===== config.mk =====
export PLATFORM = sky130hd
export DESIGN_NAME = free_reg_release_queue
export DESIGN_NICKNAME = d
export VERILOG_FILES = /design/src/rtl/free_reg_release_queue.sv
export SDC_FILE = /design/constraint.sdc
export NUM_CORES = 1
export LEC_CHECK = 0
export BUFFER_PORTS_ARGS = -buffer_cell sky130_fd_sc_hd__buf_2
export CORE_MARGIN = 2
export CORE_UTILIZATION = 64
export DETAILED_ROUTE_END_ITERATION = 6
export GPL_TIMING_DRIVEN = 0
export HOLD_SLACK_MARGIN = 0.15
export MAX_ROUTING_LAYER = met4
export PLACE_DENSITY = 0.85
export SETUP_SLACK_MARGIN = 0.15
export SLEW_MARGIN = 20
export SYNTH_ARGS = -nofsm -noshare
export SYNTH_HDL_FRONTEND = slang
export SYNTH_SLANG_ARGS = --single-unit

===== constraint.sdc =====
create_clock -name clk_i -period 7.03 [get_ports clk_i]
set_input_delay 1.406 -clock clk_i [delete_from_list [all_inputs] [get_ports clk_i]]
set_output_delay 1.406 -clock clk_i [all_outputs]
set_load 0.03 [all_outputs]

===== src/rtl/free_reg_release_queue.sv =====
// free_reg_release_queue: writer side of the physical-register free-list protocol.
// Collects old destination phregs from up to two committing lanes per cycle into a
// small in-order FIFO. Drains up to two per cycle toward the free list. Draining is
// held off while a commit roll-back is in progress, and no entry is lost meanwhile.
//
// Handshake: the free list always accepts. Each asserted add_free_register_o bit is a
// completed transfer at the next rising clk edge. There is no back-pressure toward commit.
// A push that finds no registered space is dropped, and overflow_o latches until reset.
//
// Optional feature: define FREE_RELEASE_BYPASS_EN to drive eligible lanes straight to the
// outputs when the FIFO is empty and no roll-back is active.
module free_reg_release_queue #(
    parameter int PHREG_W = 6,
    parameter int DEPTH   = 8
) (
    input  logic                         clk_i,
    input  logic                         rst_i,
    input  logic [1:0]                   commit_valid_i,
    input  logic [1:0]                   commit_regfile_we_i,
    input  logic [1:0][PHREG_W-1:0]      commit_old_phreg_i,
    input  logic                         commit_roll_back_i,
    output logic [1:0]                   add_free_register_o,
    output logic [1:0][PHREG_W-1:0]      free_register_o,
    output logic                         full_o,
    output logic                         empty_o,
    output logic [$clog2(DEPTH):0]       count_o,
    output logic                         overflow_o
);

    localparam int AW = $clog2(DEPTH);
    localparam int CW = AW + 1;

    logic [PHREG_W-1:0] mem [DEPTH];
    logic [AW-1:0]      head;
    logic [AW-1:0]      tail;
    logic [CW-1:0]      count;
    logic               overflow;

    logic [1:0]         elig;
    logic [CW-1:0]      n_elig;
    logic [CW-1:0]      space;
    logic [CW-1:0]      n_acc;
    logic [CW-1:0]      n_deq;
    logic               drop;
    logic               bypass;
    logic [PHREG_W-1:0] wr0;
    logic [PHREG_W-1:0] wr1;
    logic [AW-1:0]      head_p1;
    logic [AW-1:0]      tail_p1;

    // Lane eligibility: phreg 0 is hard-wired and never goes back to the free list.
    assign elig[0] = commit_valid_i[0] & commit_regfile_we_i[0] & (commit_old_phreg_i[0] != '0);
    assign elig[1] = commit_valid_i[1] & commit_regfile_we_i[1] & (commit_old_phreg_i[1] != '0);

    assign head_p1 = head + AW'(1);
    assign tail_p1 = tail + AW'(1);

    // Enqueue sizing, drain slots, and the optional empty-queue bypass.
    always_comb begin
        n_elig = CW'(elig[0]) + CW'(elig[1]);
        space  = CW'(DEPTH) - count;
        bypass = 1'b0;
`ifdef FREE_RELEASE_BYPASS_EN
        bypass = (count == '0) && !commit_roll_back_i;
`endif
        // Compact eligible lanes in age order: the oldest eligible lane is written first.
        wr0 = elig[0] ? commit_old_phreg_i[0] : commit_old_phreg_i[1];
        wr1 = commit_old_phreg_i[1];

        // Space comes from the registered count only, so a same-cycle drain frees nothing.
        if (bypass) begin
            n_acc = '0;
            drop  = 1'b0;
        end else if (n_elig <= space) begin
            n_acc = n_elig;
            drop  = 1'b0;
        end else begin
            n_acc = space;
            drop  = 1'b1;
        end

        add_free_register_o[0] = (count >= CW'(1)) && !commit_roll_back_i;
        add_free_register_o[1] = (count >= CW'(2)) && !commit_roll_back_i;
        free_register_o[0]     = add_free_register_o[0] ? mem[head]    : '0;
        free_register_o[1]     = add_free_register_o[1] ? mem[head_p1] : '0;

        if (bypass) begin
            add_free_register_o[0] = (n_elig != '0);
            add_free_register_o[1] = (n_elig == CW'(2));
            free_register_o[0]     = add_free_register_o[0] ? wr0 : '0;
            free_register_o[1]     = add_free_register_o[1] ? wr1 : '0;
            n_deq                  = '0;
        end else begin
            n_deq = CW'(add_free_register_o[0]) + CW'(add_free_register_o[1]);
        end
    end

    // Storage writes. Entries need no reset because count gates every read.
    always_ff @(posedge clk_i) begin
        if (n_acc >= CW'(1)) mem[tail]    <= wr0;
        if (n_acc == CW'(2)) mem[tail_p1] <= wr1;
    end

    // Pointers, occupancy and the sticky overflow flag.
    always_ff @(posedge clk_i) begin
        if (rst_i) begin
            head     <= '0;
            tail     <= '0;
            count    <= '0;
            overflow <= 1'b0;
        end else begin
            tail     <= tail + AW'(n_acc);
            head     <= head + AW'(n_deq);
            count    <= count + n_acc - n_deq;
            overflow <= overflow | drop;
        end
    end

    assign count_o    = count;
    assign overflow_o = overflow;
    assign empty_o    = (count == '0);
    assign full_o     = (count > CW'(DEPTH - 2));

endmodule

# --- Word level (Yosys, flattened, before mapping) ---
# Memory sizes are Yosys's and may differ from the RTL's. A register that Yosys moved wholly into a read port is not among the register bits.
# Index checks and enable logic that the tools add are counted.
classes:
  bitwise_logic: 5
  add_sub_neg: 9
  muxes: 10
  n_lt_le_gt_ge: 5
  n_eq_ne: 1
  n_reduce_logical: 6
ops:
  columns: ["op", "n"]
  rows:
  - ["two-way mux 6 bit", 3]
  - ["nonzero test 6 bit", 2]
  - ["greater-or-equal comparator 4 x 1 -> 1 bit (second input constant)", 2]
  - ["adder 3 x 1 -> 3 bit (second input constant)", 2]
  - ["two-way mux 1 bit", 5]
  - ["adder 1 x 1 -> 2 bit", 2]
  - ["adder 4 bit", 1]
  - ["AND 1 bit", 4]
  - ["== test 4 x 2 -> 1 bit (second input constant)", 1]
  - ["greater-or-equal comparator 4 x 2 -> 1 bit (second input constant)", 1]
  - ["> comparator 4 x 3 -> 1 bit (second input constant)", 1]
  - ["less-or-equal comparator 2 x 4 -> 1 bit", 1]
  - ["zero test 4 bit", 1]
  - ["two-way mux 4 bit", 1]
  - ["subtractor 4 x 2 -> 4 bit", 1]
  - ["subtractor 4 bit (first input constant)", 1]
  - ["adder 3 x 2 -> 3 bit", 1]
  - ["adder 3 bit", 1]
  - ["two-way mux 3 bit", 1]
  - ["logical AND 1 bit", 2]
  - ["zero test 1 bit", 1]
  - ["OR 1 bit", 1]
totals:
  in_bits: 19
  memories: 1
  out_inout_bits: 21
  ramBits: 48
  word_cells: 41
  register_bits: 11
mem_list:
  columns: ["name", "depth", "word_bits", "rd", "rd_ports_with_merged_regs", "wr", "line", "source"]
  rows:
  - ["mem", 8, 6, 2, 1, 2, "33", "logic [PHREG_W-1:0] mem [DEPTH];"]

# --- Longest topological paths before layout ---
logic_depth:
  word_depth: 8
  ltp_mapped: 18
  mapped_depth_nobuf: 17

# --- Worst setup path before layout ---
# No wires, ideal clock.
synth_timing:
  kind: "in2reg"
  from: "in commit_old_phreg_i[10] (netlist bit)"
  to: "reg count[2], in the netlist count_o[2]"
  required_ns: 6.902
  path_stages: 17
  slack_ns: 1.792
  setup_time_ns: 0.128
  arrival_ns: 5.110
  n_path_buf: 1
  path_cell_list: "clkbuf_1 > or4_1 > o311a_1 > ha_1 > inv_1 > ha_1 > or2_2 > o211a_1 > nor2_1 > nand2_1 > o21a_1 > ha_1 > inv_1 > ha_1 > fa_1 > xnor2_1 > nor2_1"
synth_between:
  elab_chain_cells: 7
synth_rtl:
  columns: ["item", "line", "source"]
  rows:
  - ["from (decl)", "20", "input logic [1:0][PHREG_W-1:0] commit_old_phreg_i,"]
  - ["nonzero test 6 bit *", "53", "assign elig[1] = commit_valid_i[1] & commit_regfile_we_i[1] & (commit_old_phreg_i[1] != '0);"]
  - ["AND 1 bit *", "53", null]
  - ["adder 1 x 1 -> 2 bit *", "60", "n_elig = CW'(elig[0]) + CW'(elig[1]);"]
  - ["less-or-equal comparator 2 x 4 -> 1 bit", "74", "end else if (n_elig <= space) begin"]
  - ["two-way mux 4 bit *", "74", null]
  - ["adder 4 bit *", "114", "count <= count + n_acc - n_deq;"]
  - ["subtractor 4 x 2 -> 4 bit *", "114", null]
  - ["to (signal assigned)", "114", null]
  - ["to (decl)", "36", "logic [CW-1:0] count;"]
# Every way passes the cells marked *; elsewhere a longest branch is shown, timed or not.
# A chain may end at the register's enable or synchronous reset.

# --- Worst setup path after layout ---
layout_timing:
  from: "in commit_old_phreg_i[4] (netlist bit)"
  to: "reg count[2], in the netlist count_o[2]"
layout_between:
  elab_chain_cells: 7
layout_rtl:
  columns: ["item", "line", "source"]
  rows:
  - ["nonzero test 6 bit *", "52", "assign elig[0] = commit_valid_i[0] & commit_regfile_we_i[0] & (commit_old_phreg_i[0] != '0);"]
  - ["AND 1 bit *", "52", null]
  - ["adder 1 x 1 -> 2 bit *", "60", null]
  - ["less-or-equal comparator 2 x 4 -> 1 bit", "74", null]
  - ["two-way mux 4 bit *", "74", null]
  - ["adder 4 bit *", "114", null]
  - ["subtractor 4 x 2 -> 4 bit *", "114", null]
# Marks and branches as above.

==> flow_summary.json <==
{
  "drt.antenna.violating_nets": 0,
  "yosys-top-cells-count": "edfxtp_1, mux2_2, nor2_1, mux4_2, inv_1",
  "final.min_clock_period_ns": 5.41,
  "synth_enable_flop_cells": 48,
  "post-route-drc-count": 0,
  "cts_setup_buffers": 0,
  "globalRoute.totalOverflow": 0,
  "cts_resized": 0,
  "grt_util_all_layers_pct": 27.3,
  "fp-row-count": 28,
  "start_kind": "primary input",
  "cts-hold-fix-buffers": 0,
  "library_cell_used_as_clock_root_buffer": "clkbuf_8",
  "endpoint_kind": "flip-flop",
  "post_synth_fa_ha_maj_area_fraction_pct": 7.22,
  "yosys-mux-area-fraction_pct": 32.1,
  "number_of_global_route_vias_before_repair": 2774,
  "most_used_flip_flop_cell_after_synthesis": "edfxtp_1",
  "die-height_um": 83.6,
  "finalInstanceArea_sq_mm": 0.00455,
  "r2r_slack_ns": 3.37,
  "grt_first_pass_wirelength_um": 14300,
  "grt_setup_unrepaired": "no",
  "clkLatencyLatePin_ns": 0.35,
  "clock.fmax_mhz": 185,
  "setup_viol": 0,
  "nets": 387,
  "timing.slew.headroom_pct": 32.8,
  "drt-wirelength-per-cell_um": 20.3,
  "postSynth.asyncResetShare_pct": 0,
  "globalplace.congestion": 0.851,
  "drt_iter0_drc": 267,
  "tritoncts": "built",
  "hold_path_class": "reg -> reg",
  "post_synth_num_cell_types": 45,
  "min_period_over_period_pct": 77.0,
  "worstPathArrival_ns": 5.63,
  "antenna_cells": 0,
  "syn-instance-count": 303,
  "pin_count_of_the_biggest_net_entering_global_routing": 12,
  "outcome": "finished, final reports clean",
  "ir_drop_v": 0.000250,
  "dominant_combinational_cell_family_by_area_after_synthesis": "multiplexers",
  "final_util_pct": 75.5,
  "post-synth-top-area-cell": "edfxtp_1",
  "clock_skew_ns": 0.0101,
  "route.detailed.vias_per_inst": 6.33,
  "ys_seq_area_share_pct": 41.0,
  "grt_antenna_before_repair": 0,
  "crit_type": "in -> reg",
  "totalWireLength_um": 8650,
  "io_pins": 40,
  "mappedNetlistArea_sq_mm": 0.00405,
  "count_of_h_tree_levels_built_during_cts": 3,
  "synth_simple_gate_area_share_pct": 6.91,
  "finalHoldViolCount": 0,
  "final-max-slew-violation-count": 0,
  "leakage_nw": 1.69,
  "crit_path_end": "count_o[2]$_SDFF_PP0_",
  "post-dp-hpwl_um": 6720,
  "area_inside_the_core_boundary_sq_mm": 0.00603,
  "synth_seq_cells": 59,
  "ff2ff_path_depth": 13,
  "timing.rr.start": "count_o[0]$_SDFF_PP0_",
  "synthDominantCellAreaShare_pct": 35.6,
  "syn_nets": 343,
  "clock_tree.buffer_depth": 2,
  "die-width_um": 83.6,
  "worstMarginPinSlew_ns": 0.997,
  "critPathRequiredTime_ns": 7.25,
  "ys.warnings.count": 0,
  "clock_sinks": 59,
  "r2r_end": "count_o[2]$_SDFF_PP0_",
  "final.setup.tns_ns": 0,
  "synthXorXnorAreaFrac_pct": 1.73,
  "synth_top_cells_by_area": "edfxtp_1, mux2_2, mux4_2",
  "setup.worst_path.start": "commit_old_phreg_i[4]",
  "cts_made_buffers": 9,
  "area_growth_syn_to_fin_pct": 12.3,
  "timing.max_cap.violations": 0,
  "initial_core_util_pct": 67.3,
  "hold_slack_ns": 0.464,
  "numPortBuffers": 33,
  "design.die.area_sq_mm": 0.00699,
  "cellPowerDensity_mw_per_mm2": 381,
  "worst_path_clk_slew_ns": 0.07,
  "via_count": 2705,
  "postSynthAreaPerCell_sq_um": 13.4,
  "synth_compound_gate_area_share_pct": 7.50,
  "placed_area_sq_mm": 0.00434,
  "share_of_layout_cells_above_drive_strength_1_pct": 43.8,
  "path_max_fanout": 8,
  "drt_pass1_iterations": 5
}
[critical path, cell delays in order]
cell and delay, ns:
buf_2 0.11, or4_1 0.56, o311a_1 0.33, buf_6 0.15, ha_1 0.34, inv_1 0.09, ha_1 0.28, or2_2 0.29
o211a_1 0.28, nor2_1 0.38, nand2_1 0.13, o21a_1 0.16, ha_1 0.27, inv_1 0.04, ha_1 0.21, fa_1 0.40
xnor2_1 0.15, nor2_1 0.05
[power by group]
group	leakage [nW]	switching, mW	internal [mW]
clock network	0.107	0.130	0.192
registers	0.527	0.0503	0.447
logic	1.06	0.521	0.394
[layout make-up]
class,count,area (sq um)
clock buffers,14,173
flip-flops and latches,59,1660
plain buffers,16,72.6
repair buffers,33,165
inverters,18,67.6
multi-input cells,210,2280
fillers,406,1480
well taps,75,93.8
clock inverters,2,35.0
[placed cells by master, fill, tap and decap left out, types with 10 or more instances in the layout]
master / instances
mux2_2: 48
edfxtp_1: 48
buf_2: 37
nor2_1: 25
mux4_2: 24
inv_1: 18
ha_1: 17
mux2i_1: 13
clkbuf_8: 12
dfxtp_1: 11
clkbuf_1: 10
[worst min-delay path by stage]
| stage | from | end | cells past startpoint |
|---|---|---|---|
| 2_1_floorplan | head[0]$_SDFF_PP0_ | head[0]$_SDFF_PP0_ | 2 |
| 3_3_place_gp | overflow_o$_SDFF_PP0_ | overflow_o$_SDFF_PP0_ | 2 |
| 3_5_place_dp | overflow_o$_SDFF_PP0_ | overflow_o$_SDFF_PP0_ | 2 |
| 4_1_cts | overflow_o$_SDFF_PP0_ | overflow_o$_SDFF_PP0_ | 2 |
| 5_1_grt | overflow_o$_SDFF_PP0_ | overflow_o$_SDFF_PP0_ | 2 |
| 6_report | overflow_o$_SDFF_PP0_ | overflow_o$_SDFF_PP0_ | 2 |
[layer usage]
| metal | share of wire [%] | track usage (%) |
|---|---|---|
| met5 | 0 | - |
| met4 | 1.4 | 9.97 |
| met3 | 7.3 | 6.73 |
| met2 | 49 | 42.3 |
| met1 | 42 | 35.4 |
[sequential cells by signal, indices dropped and copies added (netlist names)]
register,cells
count_o,4
tail,3
mem,48
overflow_o,1
head,3
[cell families (layout without fill, tap and decap cells)]
family / Yosys count / in the layout
buf+inv: 34 / 83
other cells: 1 / 1
mux: 91 / 91
simple gates: 54 / 54
xor+xnor: 8 / 8
fa+ha+maj: 21 / 21
compound gates: 35 / 35
flops: 59 / 59
[stage by stage]
| step | std cells | power, mW | worst slack [ns] |
|---|---|---|---|
| global route | 427 | 1.84 | 1.39 |
| finish | 427 | 1.73 | 1.62 |
| global placement | 411 | 1.36 | 1.30 |
| detailed placement | 411 | 1.41 | 1.33 |
| CTS | 427 | 1.74 | 1.64 |
| floorplan | 303 | 1.19 | 1.79 |
No activity file was read; power rests on OpenSTA's default activity.
